==> src/rtl/tpu_seq_ctrl_if.sv <==
`default_nettype none
// +----------------------------------------------------------------------------+
// | tpu_seq_ctrl_if : host, operand/result buffer and array signals of the      |
// |                   matrix-multiply sequencer                                 |
// | Revision 1.0                                                                |
// +----------------------------------------------------------------------------+
interface tpu_seq_ctrl_if #(
   parameter int N           = 4,
   parameter int DATA_W      = 8,
   parameter int COMPUTE_CYC = 3*N-2,
   parameter int PERF_W      = 16
);
   localparam int AW = $clog2(N*N);
   localparam int SW = $clog2(COMPUTE_CYC+1);

   logic              host_we;
   logic              host_sel_b;
   logic [AW-1:0]     host_addr;
   logic [DATA_W-1:0] host_wdata;
   logic              start;
   logic              host_ready;
   logic              busy;
   logic              done;
   logic              result_valid;
   logic              wr_err;
   logic              we_a;
   logic              we_b;
   logic [AW-1:0]     addr_a;
   logic [AW-1:0]     addr_b;
   logic [DATA_W-1:0] wdata_a;
   logic [DATA_W-1:0] wdata_b;
   logic              arr_clear;
   logic              arr_en;
   logic [SW-1:0]     arr_step;
   logic              capture_c;
   logic [PERF_W-1:0] perf_cycles;

   modport slave (
      input  host_we, host_sel_b, host_addr, host_wdata, start,
      output host_ready, busy, done, result_valid, wr_err,
             we_a, we_b, addr_a, addr_b, wdata_a, wdata_b,
             arr_clear, arr_en, arr_step, capture_c, perf_cycles
   );

   modport master (
      output host_we, host_sel_b, host_addr, host_wdata, start,
      input  host_ready, busy, done, result_valid, wr_err,
             we_a, we_b, addr_a, addr_b, wdata_a, wdata_b,
             arr_clear, arr_en, arr_step, capture_c, perf_cycles
   );
endinterface
`default_nettype wire

==> src/rtl/tpu_seq_ctrl.sv <==
`default_nettype none
// +----------------------------------------------------------------------------+
// | tpu_seq_ctrl : gates host operand writes, then clears/runs/drains the       |
// |                systolic array and captures C. Optional: TPU_SEQ_PERF_EN     |
// | Revision 1.0                                                                |
// +----------------------------------------------------------------------------+
module tpu_seq_ctrl #(
   parameter int N           = 4,
   parameter int DATA_W      = 8,
   parameter int COMPUTE_CYC = 3*N-2,
   parameter int DRAIN_CYC   = 1,
   parameter int PERF_W      = 16
) (
   input  logic            clk,
   input  logic            rst,
   tpu_seq_ctrl_if.slave   bus
);
   localparam int AW = $clog2(N*N);
   localparam int SW = $clog2(COMPUTE_CYC+1);
   localparam int DW = (DRAIN_CYC > 1) ? $clog2(DRAIN_CYC) : 1;
   localparam logic [SW-1:0] C_STEP_LAST  = SW'(COMPUTE_CYC-1);
   localparam logic [DW-1:0] C_DRAIN_LAST = DW'((DRAIN_CYC > 0) ? DRAIN_CYC-1 : 0);

   typedef enum logic [2:0] {
      S_IDLE    = 3'd0,
      S_CLEAR   = 3'd1,
      S_RUN     = 3'd2,
      S_DRAIN   = 3'd3,
      S_CAPTURE = 3'd4,
      S_DONE    = 3'd5
   } state_t;

   state_t            r_state;
   state_t            w_next;
   logic [SW-1:0]     r_step;
   logic [DW-1:0]     r_dcnt;
   logic              w_ready;
   logic              w_busy;
   logic              w_clear;
   logic              w_en;
   logic              w_cap;
   logic              w_done;
   logic              w_wr_ok;
   logic              w_start_ok;
   logic              r_we_a;
   logic              r_we_b;
   logic [AW-1:0]     r_addr;
   logic [DATA_W-1:0] r_wdata;
   logic              r_wr_err;
   logic              r_result_valid;

   always_ff @(posedge clk or posedge rst) begin
      if (rst) r_state <= S_IDLE;
      else     r_state <= w_next;
   end

   always_comb begin
      w_next  = r_state;
      w_ready = 1'b0;
      w_busy  = 1'b0;
      w_clear = 1'b0;
      w_en    = 1'b0;
      w_cap   = 1'b0;
      w_done  = 1'b0;
      case (r_state)
         S_IDLE: begin
            w_ready = 1'b1;
            if (bus.start) w_next = S_CLEAR;
         end
         S_CLEAR: begin
            w_busy  = 1'b1;
            w_clear = 1'b1;
            w_next  = S_RUN;
         end
         S_RUN: begin
            w_busy = 1'b1;
            w_en   = 1'b1;
            if (r_step == C_STEP_LAST) w_next = (DRAIN_CYC == 0) ? S_CAPTURE : S_DRAIN;
         end
         S_DRAIN: begin
            w_busy = 1'b1;
            if (r_dcnt == C_DRAIN_LAST) w_next = S_CAPTURE;
         end
         S_CAPTURE: begin
            w_busy = 1'b1;
            w_cap  = 1'b1;
            w_next = S_DONE;
         end
         S_DONE: begin
            w_done = 1'b1;
            w_next = S_IDLE;
         end
         default: w_next = S_IDLE;
      endcase
   end

   // Both counters return to 0 on their last value, so they never wrap mid-phase
   always_ff @(posedge clk or posedge rst) begin
      if (rst) begin
         r_step <= '0;
         r_dcnt <= '0;
      end else begin
         r_step <= (r_state == S_RUN   && r_step != C_STEP_LAST)  ? r_step + 1'b1 : '0;
         r_dcnt <= (r_state == S_DRAIN && r_dcnt != C_DRAIN_LAST) ? r_dcnt + 1'b1 : '0;
      end
   end

   assign w_wr_ok    = bus.host_we & w_ready;
   assign w_start_ok = bus.start & w_ready;

   always_ff @(posedge clk or posedge rst) begin
      if (rst) begin
         r_we_a         <= 1'b0;
         r_we_b         <= 1'b0;
         r_addr         <= '0;
         r_wdata        <= '0;
         r_wr_err       <= 1'b0;
         r_result_valid <= 1'b0;
      end else begin
         r_we_a   <= w_wr_ok & ~bus.host_sel_b;
         r_we_b   <= w_wr_ok &  bus.host_sel_b;
         r_wr_err <= bus.host_we & ~w_ready;
         if (w_wr_ok) begin
            r_addr  <= bus.host_addr;
            r_wdata <= bus.host_wdata;
         end
         // New operands or a new run invalidate C before any capture can re-set it
         if (w_wr_ok || w_start_ok) r_result_valid <= 1'b0;
         else if (w_cap)            r_result_valid <= 1'b1;
      end
   end

`ifdef TPU_SEQ_PERF_EN
   localparam logic [PERF_W-1:0] C_PERF_MAX = '1;
   logic [PERF_W-1:0] r_perf_cnt;
   logic [PERF_W-1:0] r_perf;

   always_ff @(posedge clk or posedge rst) begin
      if (rst) begin
         r_perf_cnt <= '0;
         r_perf     <= '0;
      end else begin
         if (w_busy)       r_perf_cnt <= (r_perf_cnt == C_PERF_MAX) ? r_perf_cnt : r_perf_cnt + 1'b1;
         else if (w_ready) r_perf_cnt <= '0;
         if (w_done)       r_perf     <= r_perf_cnt;
      end
   end
   assign bus.perf_cycles = r_perf;
`else
   assign bus.perf_cycles = '0;
`endif

   assign bus.host_ready   = w_ready;
   assign bus.busy         = w_busy;
   assign bus.done         = w_done;
   assign bus.result_valid = r_result_valid;
   assign bus.wr_err       = r_wr_err;
   assign bus.we_a         = r_we_a;
   assign bus.we_b         = r_we_b;
   assign bus.addr_a       = r_addr;
   assign bus.addr_b       = r_addr;
   assign bus.wdata_a      = r_wdata;
   assign bus.wdata_b      = r_wdata;
   assign bus.arr_clear    = w_clear;
   assign bus.arr_en       = w_en;
   assign bus.arr_step     = w_en ? r_step : '0;
   assign bus.capture_c    = w_cap;
endmodule
`default_nettype wire

==> src/flat_wrapper.sv <==
// flat-port wrapper written by rule: the top's interface ports become plain ports
module tpu_seq_ctrl_flat 
#(
   parameter int N           = 4,
   parameter int DATA_W      = 8,
   parameter int COMPUTE_CYC = 3*N-2,
   parameter int DRAIN_CYC   = 1,
   parameter int PERF_W      = 16
)
  (clk, rst, bus_host_we, bus_host_sel_b, bus_host_addr, bus_host_wdata, bus_start, bus_host_ready, bus_busy, bus_done, bus_result_valid, bus_wr_err, bus_we_a, bus_we_b, bus_addr_a, bus_addr_b, bus_wdata_a, bus_wdata_b, bus_arr_clear, bus_arr_en, bus_arr_step, bus_capture_c, bus_perf_cycles);
  tpu_seq_ctrl_if #(.N(N), .DATA_W(DATA_W), .COMPUTE_CYC(COMPUTE_CYC), .PERF_W(PERF_W)) bus_i ();
  input  logic clk;
  input  logic rst;
  input wire logic [$bits(bus_i.host_we)-1:0] bus_host_we;
  input wire logic [$bits(bus_i.host_sel_b)-1:0] bus_host_sel_b;
  input wire logic [$bits(bus_i.host_addr)-1:0] bus_host_addr;
  input wire logic [$bits(bus_i.host_wdata)-1:0] bus_host_wdata;
  input wire logic [$bits(bus_i.start)-1:0] bus_start;
  output wire logic [$bits(bus_i.host_ready)-1:0] bus_host_ready;
  output wire logic [$bits(bus_i.busy)-1:0] bus_busy;
  output wire logic [$bits(bus_i.done)-1:0] bus_done;
  output wire logic [$bits(bus_i.result_valid)-1:0] bus_result_valid;
  output wire logic [$bits(bus_i.wr_err)-1:0] bus_wr_err;
  output wire logic [$bits(bus_i.we_a)-1:0] bus_we_a;
  output wire logic [$bits(bus_i.we_b)-1:0] bus_we_b;
  output wire logic [$bits(bus_i.addr_a)-1:0] bus_addr_a;
  output wire logic [$bits(bus_i.addr_b)-1:0] bus_addr_b;
  output wire logic [$bits(bus_i.wdata_a)-1:0] bus_wdata_a;
  output wire logic [$bits(bus_i.wdata_b)-1:0] bus_wdata_b;
  output wire logic [$bits(bus_i.arr_clear)-1:0] bus_arr_clear;
  output wire logic [$bits(bus_i.arr_en)-1:0] bus_arr_en;
  output wire logic [$bits(bus_i.arr_step)-1:0] bus_arr_step;
  output wire logic [$bits(bus_i.capture_c)-1:0] bus_capture_c;
  output wire logic [$bits(bus_i.perf_cycles)-1:0] bus_perf_cycles;
  assign bus_i.host_we = bus_host_we;
  assign bus_i.host_sel_b = bus_host_sel_b;
  assign bus_i.host_addr = bus_host_addr;
  assign bus_i.host_wdata = bus_host_wdata;
  assign bus_i.start = bus_start;
  assign bus_host_ready = bus_i.host_ready;
  assign bus_busy = bus_i.busy;
  assign bus_done = bus_i.done;
  assign bus_result_valid = bus_i.result_valid;
  assign bus_wr_err = bus_i.wr_err;
  assign bus_we_a = bus_i.we_a;
  assign bus_we_b = bus_i.we_b;
  assign bus_addr_a = bus_i.addr_a;
  assign bus_addr_b = bus_i.addr_b;
  assign bus_wdata_a = bus_i.wdata_a;
  assign bus_wdata_b = bus_i.wdata_b;
  assign bus_arr_clear = bus_i.arr_clear;
  assign bus_arr_en = bus_i.arr_en;
  assign bus_arr_step = bus_i.arr_step;
  assign bus_capture_c = bus_i.capture_c;
  assign bus_perf_cycles = bus_i.perf_cycles;
  tpu_seq_ctrl #(.N(N), .DATA_W(DATA_W), .COMPUTE_CYC(COMPUTE_CYC), .DRAIN_CYC(DRAIN_CYC), .PERF_W(PERF_W)) u_core (.clk(clk), .rst(rst), .bus(bus_i));
endmodule
==> config.mk <==
export PLATFORM = sky130hd
export DESIGN_NAME = tpu_seq_ctrl_flat
export DESIGN_NICKNAME = d
export VERILOG_FILES = /design/src/rtl/tpu_seq_ctrl_if.sv /design/src/rtl/tpu_seq_ctrl.sv /design/src/flat_wrapper.sv
export SDC_FILE = /design/constraint.sdc
export NUM_CORES = 1
export LEC_CHECK = 0
export CORE_ASPECT_RATIO = 0.75
export CORE_MARGIN = 3
export CORE_UTILIZATION = 55
export DETAILED_ROUTE_END_ITERATION = 8
export DONT_BUFFER_PORTS = 1
export HOLD_SLACK_MARGIN = 0.05
export PLACE_DENSITY = 0.72
export SYNTH_ARGS = -nofsm -noshare
export SYNTH_HDL_FRONTEND = slang
export SYNTH_SLANG_ARGS = --single-unit
==> constraint.sdc <==
create_clock -name clk -period 1.7 [get_ports clk]
set_input_delay 0.17 -clock clk [delete_from_list [all_inputs] [get_ports clk]]
set_output_delay 0.17 -clock clk [all_outputs]
set_load 0.01 [all_outputs]
Yosys cells after proc, flatten, opt, wreduce, memory -nomap -nowiden:

Cells that the tools add are included.

* register bits: 24
* input bits: 17
* output and inout bits: 54
* logic and storage cells: 50

* $add $sub $neg: 2
* equal/unequal tests: 10
* muxes and demuxes: 15
* bitwise operators: 7
* reductions and logical operators: 7

Operator list (number)
* case mux 3 bit (5 select lines): 1
* two-way mux 1 bit: 9
* two-way mux 3 bit: 3
* two-way mux 4 bit: 2
* == test 3 x 2 -> 1 bit (second input constant): 2
* == test 3 bit (second input constant): 2
* bitwise AND 1 bit: 5
* adder 4 x 1 -> 4 bit (second input constant): 1
* == test 4 bit (second input constant): 1
* != test 2 bit (second input constant): 2
* != test 4 bit (second input constant): 1
* OR reduction 4 bit: 1
* == test 3 x 1 -> 1 bit (second input constant): 1
* zero test 3 bit: 1
* AND reduction 3 bit: 1
* logical AND 1 bit: 2
* != test 2 x 1 -> 1 bit (second input constant): 1
* inverter 1 bit: 2
* nonzero test 2 bit: 1
* adder 1 bit (second input constant): 1
* logical OR 1 bit: 1

Longest topological paths before layout:

Gate-level depths: netlist (run 1).

* depth in word-level cells: 5
* depth in mapped cells: 5
* gate-level depth less buffers: 5

Least setup slack after synthesis (run 1):

Ideal clock, no wire load.

* kind: register to register
* from: register u_core.r_state[0]
* to: register u_core.r_addr[0] (netlist: u_core.bus.addr_a[0])
* setup time: 125 ps
* data arrival time: 1396 ps
* required time: 1575 ps
* setup slack: 179 ps
* cell stages (with the launch flop): 5
* buffers on the path: 1
* clock period less this slack: 1521 ps
* path through: dfrtp_1 -> nor3_2 -> and2_4 -> buf_12 -> mux2_4

* word-level cells in the longest chain between the ends: 3

RTL lines
* start, declared: line tpu_seq_ctrl.sv:33 `state_t r_state;`
* start signal, assigned: line tpu_seq_ctrl.sv:54 `else r_state <= w_next;`
* zero test 3 bit: line tpu_seq_ctrl.sv:65 `case (r_state)`
* two-way mux 1 bit: line tpu_seq_ctrl.sv:65
* named net bus_host_ready: line flat_wrapper.sv:19 `output wire logic [$bits(bus_i.host_ready)-1:0] bus_host_ready;`
* bitwise AND 1 bit: line tpu_seq_ctrl.sv:108 `assign w_wr_ok = bus.host_we & w_ready;`
* end signal, assigned: line tpu_seq_ctrl.sv:124 `r_addr <= bus.host_addr;`
* end, declared: line tpu_seq_ctrl.sv:47 `logic [AW-1:0] r_addr;`

The timed path passes the listed nets, and every way through them passes these cells.
A chain may end at the register's enable or synchronous reset.

Worst setup path after layout (run 1):

* from: register u_core.r_state[0]
* to: output port bus_arr_step[3]

* word-level cells in the longest chain between the ends: 3

RTL lines
* == test 3 x 2 -> 1 bit: line tpu_seq_ctrl.sv:65
* two-way mux 1 bit: line tpu_seq_ctrl.sv:65
* two-way mux 4 bit: line tpu_seq_ctrl.sv:166 `assign bus.arr_step = w_en ? r_step : '0;`
* end, declared: line flat_wrapper.sv:32 `output wire logic [$bits(bus_i.arr_step)-1:0] bus_arr_step;`

Every way passes these cells.

==> qor.yml, run 1 <==
run_status: "complete, no violations"
cts_tree: "yes"
slew_viol_final: 0
postCtsSetupRepairBufs: 0
synth_cell_types: 30
seq_area_frac_synth: 0.465
rows: 14
skew_ns: 0.0115
cap_violations: 0
place_ws_ns: 0.230
hold_depth: 2
core_um2: 2120
clock_path_buffers: 2
r2r-end: "u_core.bus.wdata_a[2]$_DFFE_PP0N_"
avgSynthCellArea_um2: 12.0
synthCells: 108
period_minus_slack_ns: 1.61
h-tree-depth: 1
dieArea_um2: 2970
numPortBuffers: 0
crit_path_start_kind: "register"
clk_pin_slew_worst_paths_ns: 0.14
first_pass_iters: 4
drt-total-wl_um: 2100
ctsRootBufferMaster: "clkbuf_4"
grt_overflow: 0
layout.nets: 139
final_common_cell: "dfrtp_1"
drc_errors: 0
cp_data_required_time_ns: 1.53
p_leak_nw: 0.677
holdCritPathClass: "primary input to register"
hold_violations: 0
regToRegSetupSlack_ns: 0.23
min_from: "bus_host_we"
drive_above_1_share: 0.227
cts_buffers: 3
vias: 731
finalWeightedCongestion: 0.684
worst-endpoint-arrival_ns: 1.44
min_period_over_period: 0.949
area_growth_pct: 9.01
dp_hpwl_um: 1450
postPlaceCellArea_um2: 1190
ios: 71
finalPower_w: 0.00240
fmax_mhz: 620
grt_pass1_wl_um: 3060
rr_worst_depth: 3
fin_area_um2: 1410
grt_max_degree: 25
holdPathEnd: "u_core.bus.result_valid$_DFFE_PP0P_"
synthesis.area_um2: 1290
clock_latency_ns: 0.32
antenna_left: 0
drtIter0Drc: 56
finalSetupViolations: 0
worstSetupEndpointType: "primary output"
antenna_cells: 0
first_global_vias: 637
start_util: 0.609
via_per_inst: 4.84
powerDensity_nw_per_um2: 1710
worstReg2RegStart: "u_core.r_state[1]$_DFFE_PP0P_"
die_x_um: 62.0
grt_usage: 0.149
antenna_found_initial: 0
yosysWarnings: 0
worstSetupPathType: "register to primary output"
layout_common_cells: "dfrtp_1 (24), conb_1 (17), dlygate4sd3_1 (16)"
fin_ws_ns: 0.0870
synth_seq_cells: 24
cts_sinks: 24
worstPathMaxFanout: 7
die_y_um: 48.0
peakVddDrop_mv: 0.994
routedWlPerCell_um: 13.9
==> report_power, final <==
part | switching, W | total, W | internal (W)
clock | 0.000172 | 0.000411 | 0.000239
combinational | 0.000349 | 0.000818 | 0.000470
sequential | 0.000381 | 0.00117 | 0.000791
==> kinds of logic after synthesis <==
kind of cell	count (synthesis)	synth area share
DFF	24	0.465
AOI/OAI and AO/OA	6	0.0281
xor gates and xnor gates	2	0.0136
buffers and inverters	32	0.190
and+or+nand+nor	29	0.150
muxes	12	0.131
adders and majority gates	2	0.0194
other	1	0.00290
==> state kept, by name (all words and copies together), names as in the netlist <==
signal                   flops
u_core.r_step                4
u_core.bus.we_b              1
u_core.bus.result_valid      1
u_core.r_dcnt                1
u_core.bus.wdata_a           8
u_core.bus.we_a              1
u_core.bus.addr_a            4
u_core.bus.wr_err            1
u_core.r_state               3
==> layer usage <==
| metal | share of wire | up-vias | track usage | wire (um) |
|---|---|---|---|---|
| met5 | 0 | - | 0 | 0 |
| li1 | - | 333 | - | - |
| met3 | 0.11 | 4 | 0.0782 | 222 |
| met2 | 0.48 | 40 | 0.225 | 998 |
| met1 | 0.40 | 354 | 0.178 | 850 |
| met4 | 0.013 | 0 | 0.0636 | 28 |
==> worst max-delay path by stage <==
stage / start / endpoint / slack (ns) / cells after the start
final: u_core.r_state[0]$_DFFE_PP0P_ / bus_arr_step[3] / 0.09 / 4
after CTS: u_core.r_state[0]$_DFFE_PP0P_ / bus_arr_step[2] / 0.05 / 4
after global routing: u_core.r_state[0]$_DFFE_PP0P_ / bus_arr_step[0] / -0.007 / 4
after floorplan: u_core.r_state[0]$_DFFE_PP0P_ / u_core.bus.addr_a[0]$_DFFE_PP0N_ / 0.18 / 4
after global placement: u_core.r_state[1]$_DFFE_PP0P_ / u_core.bus.wdata_a[3]$_DFFE_PP0N_ / 0.28 / 3
after detailed placement: u_core.r_state[1]$_DFFE_PP0P_ / u_core.bus.wdata_a[2]$_DFFE_PP0N_ / 0.23 / 3
==> worst max-delay path, cell delays in order (launching register included) <==
cell and delay, ns:
dfrtp_1 0.43, buf_4 0.17, nor3b_4 0.20, buf_6 0.15, and2_1 0.18
==> cell usage after synthesis <==
master | number | share of area
dfrtp_1 | 24 | 0.47
or3b_1 | 1 | 0.0068
buf_4 | 29 | 0.17
and3_2 | 1 | 0.0058
nor3b_4 | 1 | 0.015
nor3_2 | 1 | 0.0078
inv_1 | 2 | 0.0058
xnor2_1 | 2 | 0.014
a21oi_1 | 1 | 0.0039
nor3_1 | 2 | 0.0078
nand2_1 | 3 | 0.0087
and2_4 | 1 | 0.0068
and2_1 | 5 | 0.024
nand4b_1 | 1 | 0.0068
nor2b_1 | 1 | 0.0048
conb_1 | 1 | 0.0029
and2b_1 | 1 | 0.0058
o31a_1 | 1 | 0.0068
mux2_4 | 9 | 0.10
ha_1 | 2 | 0.019
nand3_1 | 1 | 0.0039
and3b_2 | 1 | 0.0078
nor3b_1 | 2 | 0.012
o21ai_0 | 3 | 0.012
mux2_2 | 3 | 0.026
buf_12 | 1 | 0.016
a21o_1 | 1 | 0.0058
and4b_1 | 1 | 0.0078
nor2_1 | 5 | 0.015
or2_2 | 1 | 0.0048
==> what timing repair did <==
item,in CTS,in global routing
endpoints found under the setup margin,0,4
resized for setup,0,1
hold endpoints to repair,40,0
hold buffers,16,0
==> layout make-up <==
type / count / area (um2)
clock inverter: 1 / 30.0
fill: 160 / 712
multi-input combinational: 68 / 505
clock buffer: 3 / 22.5
inverter: 2 / 7.51
sequential: 24 / 601
tap: 32 / 40.0
timing repair buffer: 21 / 201
==> stage by stage <==
step	util	cells	hold WS, ns	TNS [ns]
finish	0.664	151	0.103	0
CTS	0.662	151	0.0925	0
global placement	0.562	131	0.121	0
global route	0.664	151	0.0740	-0.0100
detailed placement	0.562	131	0.122	0
floorplan	-	124	0.185	0
Power figures use the tool's default switching activity.
==> inputs of run 2 (changes only) <==
--- a/config.mk
+++ b/config.mk
@@ -8,10 +8,11 @@
 export CORE_ASPECT_RATIO = 0.75
 export CORE_MARGIN = 3
 export CORE_UTILIZATION = 55
+export CTS_CLUSTER_DIAMETER = 200
 export DETAILED_ROUTE_END_ITERATION = 8
 export DONT_BUFFER_PORTS = 1
 export HOLD_SLACK_MARGIN = 0.05
-export PLACE_DENSITY = 0.72
+export PLACE_DENSITY = 0.75
 export SYNTH_ARGS = -nofsm -noshare
 export SYNTH_HDL_FRONTEND = slang
 export SYNTH_SLANG_ARGS = --single-unit
==> constraint.sdc (replaced) <==
create_clock -name clk -period 1.4 [get_ports clk]
set_input_delay 0.21 -clock clk [delete_from_list [all_inputs] [get_ports clk]]
set_output_delay 0.21 -clock clk [all_outputs]
set_load 0.01 [all_outputs]
==> run 2 against run 1 <==
Against the previous run: the flow now finishes with violations (setup timing); final area increased by 13%; first-iteration DRC count decreased by 57%; clock-buffer cell count increased by 1; critical endpoint is now bus_arr_step[1]; highest routed layer unchanged.
==> qor.yml, run 2 (synthesis gave the netlist of run 1 again) <==
crit_start: "u_core.r_state[2]$_DFFE_PP0P_"
drt-total-wl_um: 2500  # +19%
cp_common_cell: "buf_6"
layout.nets: 153  # +10%
violations: "setup timing"
cp_top_family: "flip-flops"
final_common_cell: "dfrtp_1"
rr_worst_depth: 5  # +2
core_um2: 2120  # unchanged
vias: 785  # +7.4%
ios: 71  # unchanged
cts_sinks: 24  # unchanged
via_per_inst: 4.76  # -1.7%
period_minus_slack_ns: 1.59
h-tree-depth: 1  # unchanged
hold_violations: 0  # unchanged
clock_latency_ns: 0.31  # about the same
fin_ws_ns: -0.191  # -0.278 ns
holdCritPathClass: "primary input to register"
grt_max_degree: 14  # -44%
skew_ns: 0.00109  # -0.0104 ns
cts_buffers: 3  # unchanged
crit_cells: 4  # unchanged
grt_overflow: 0  # unchanged
area_growth_pct: 23.2
regToRegSetupSlack_ns: -0.15  # -0.38 ns
cts_tree: "yes"
largest_reg_flops: 8  # unchanged
ctsRootBufferMaster: "clkbuf_4"
clk_pin_slew_worst_paths_ns: 0.12  # -0.02 ns
layout_common_cells: "dfrtp_1 (22), conb_1 (17), dlygate4sd3_1 (15)"
cap_violations: 0  # unchanged
peakVddDrop_mv: 1.50  # +51%
start_util: 0.609  # unchanged
grt_usage: 0.176  # +0.0277
p_leak_nw: 0.779  # +15%
worstReg2RegStart: "u_core.r_state[2]$_DFFE_PP0P_"
crit_chain: "buf_6 -> nor3b_4 -> buf_6 -> and2_4"
path_buf_inv: 2  # unchanged
min_period_over_period: 1.14
worst-endpoint-arrival_ns: 1.38  # -0.06 ns
antenna_left: 0  # unchanged
r2r-end: "u_core.bus.wdata_a[2]$_DFFE_PP0N_"
crit_path_max_incr_delay_ns: 0.42  # about the same
first_pass_iters: 4  # unchanged
routedWlPerCell_um: 15.2  # +9.1%
critPathCapture: "bus_arr_step[1]"
rows: 14  # unchanged
finalWeightedCongestion: 0.736  # +7.6%
fmax_mhz: 628
die_x_um: 62.0  # unchanged
drive_above_1_share: 0.398  # +0.172
drc_errors: 0  # unchanged
run_status: "complete, but fails checks"
final_core_util: 0.750  # +0.0862
place_ws_ns: -0.00311  # -0.233 ns
slew_viol_final: 0  # unchanged
crit_path_start_kind: "register"
worstPathMaxFanout: 6  # -1
dieArea_um2: 2970  # unchanged
crit_slowest_cell: "dfrtp_1"
drtIter0Drc: 24  # -57%
antenna_cells: 0  # unchanged
numPortBuffers: 0  # unchanged
rsz0062_at_grt: "true"
worstSetupPathType: "register to primary output"
first_global_vias: 774  # +22%
die_y_um: 48.0  # unchanged
powerDensity_nw_per_um2: 2070  # +21%
cp_data_required_time_ns: 1.19  # -0.34 ns
clock_path_buffers: 2  # unchanged
grt_pass1_wl_um: 3620  # +19%
dp_hpwl_um: 1540  # +5.9%
worstSetupEndpointType: "primary output"
antenna_found_initial: 0  # unchanged
finalSetupViolations: 23  # +23
==> run 2: how the worst min path moves through the flow <==
stage | start | end | depth (start not counted)
floorplan | rst | u_core.bus.addr_a[0]$_DFFE_PP0N_ | 1
global placement | rst | u_core.bus.wdata_a[0]$_DFFE_PP0N_ | 1
detailed placement | rst | u_core.bus.wdata_a[0]$_DFFE_PP0N_ | 1
CTS | bus_start | u_core.r_state[0]$_DFFE_PP0P_ | 2
global route | bus_host_we | u_core.bus.we_b$_DFF_PP0_ | 1
finish | bus_host_we | u_core.bus.we_b$_DFF_PP0_ | 1
==> run 2: layout make-up <==
| class | count | area (um2) |
|---|---|---|
| fill | 146 | 529 |
| timing repair buffer | 34 | 335 |
| tap | 32 | 40.0 |
| sequential | 24 | 603 |
| inverter | 2 | 7.51 |
| multi-input combinational | 69 | 578 |
| clock buffer | 4 | 26.3 |
==> run 2: timing repair <==
| item | in CTS | in global routing |
|---|---|---|
| cloned | 1 | 0 |
| endpoints found under the hold margin | 25 | 0 |
| gates resized for setup | 18 | 6 |
| hold buffers | 15 | 0 |
| pin swaps | 4 | 7 |
| endpoints found under the setup margin | 12 | 24 |
| setup buffers | 7 | 4 |
==> run 2: stage by stage <==
step           cell area, um2  power (W)  hold slack, ns  setup TNS [ns]  instances
5_1_grt                  1590    0.00351          0.0488           -4.57        165
2_1_floorplan            1360    0.00250           0.224          -0.436        124
3_5_place_dp             1230    0.00250           0.144        -0.00311        134
3_3_place_gp             1230    0.00245           0.135               0        134
4_1_cts                  1540    0.00316          0.0526           -1.82        161
6_report                 1590    0.00330          0.0626           -3.12        165
==> run 2: layer usage <==
| layer | part of all wire | routed length, um | global-route usage | vias up |
|---|---|---|---|---|
| li1 | - | - | - | 363 |
| met1 | 0.41 | 1030 | 0.200 | 374 |
| met2 | 0.49 | 1230 | 0.285 | 46 |
| met3 | 0.089 | 224 | 0.0836 | 2 |
| met4 | 0.0064 | 16 | 0.0805 | 0 |
| met5 | 0 | 0 | 0 | - |
==> run 2: where the power goes <==
group / switching, W / internal, W / leakage, nW
Sequential: 0.000453 / 0.000966 / 0.296
Combinational: 0.000613 / 0.000956 / 0.468
Clock: 0.000196 / 0.000111 / 0.0150
==> run 2: worst register-to-register path, stage by stage, from the launching register on <==
cell,delay (ns)
dfrtp_1,0.42
buf_4,0.14
buf_4,0.13
nor3_4,0.17
and2_4,0.27
mux2_4,0.32
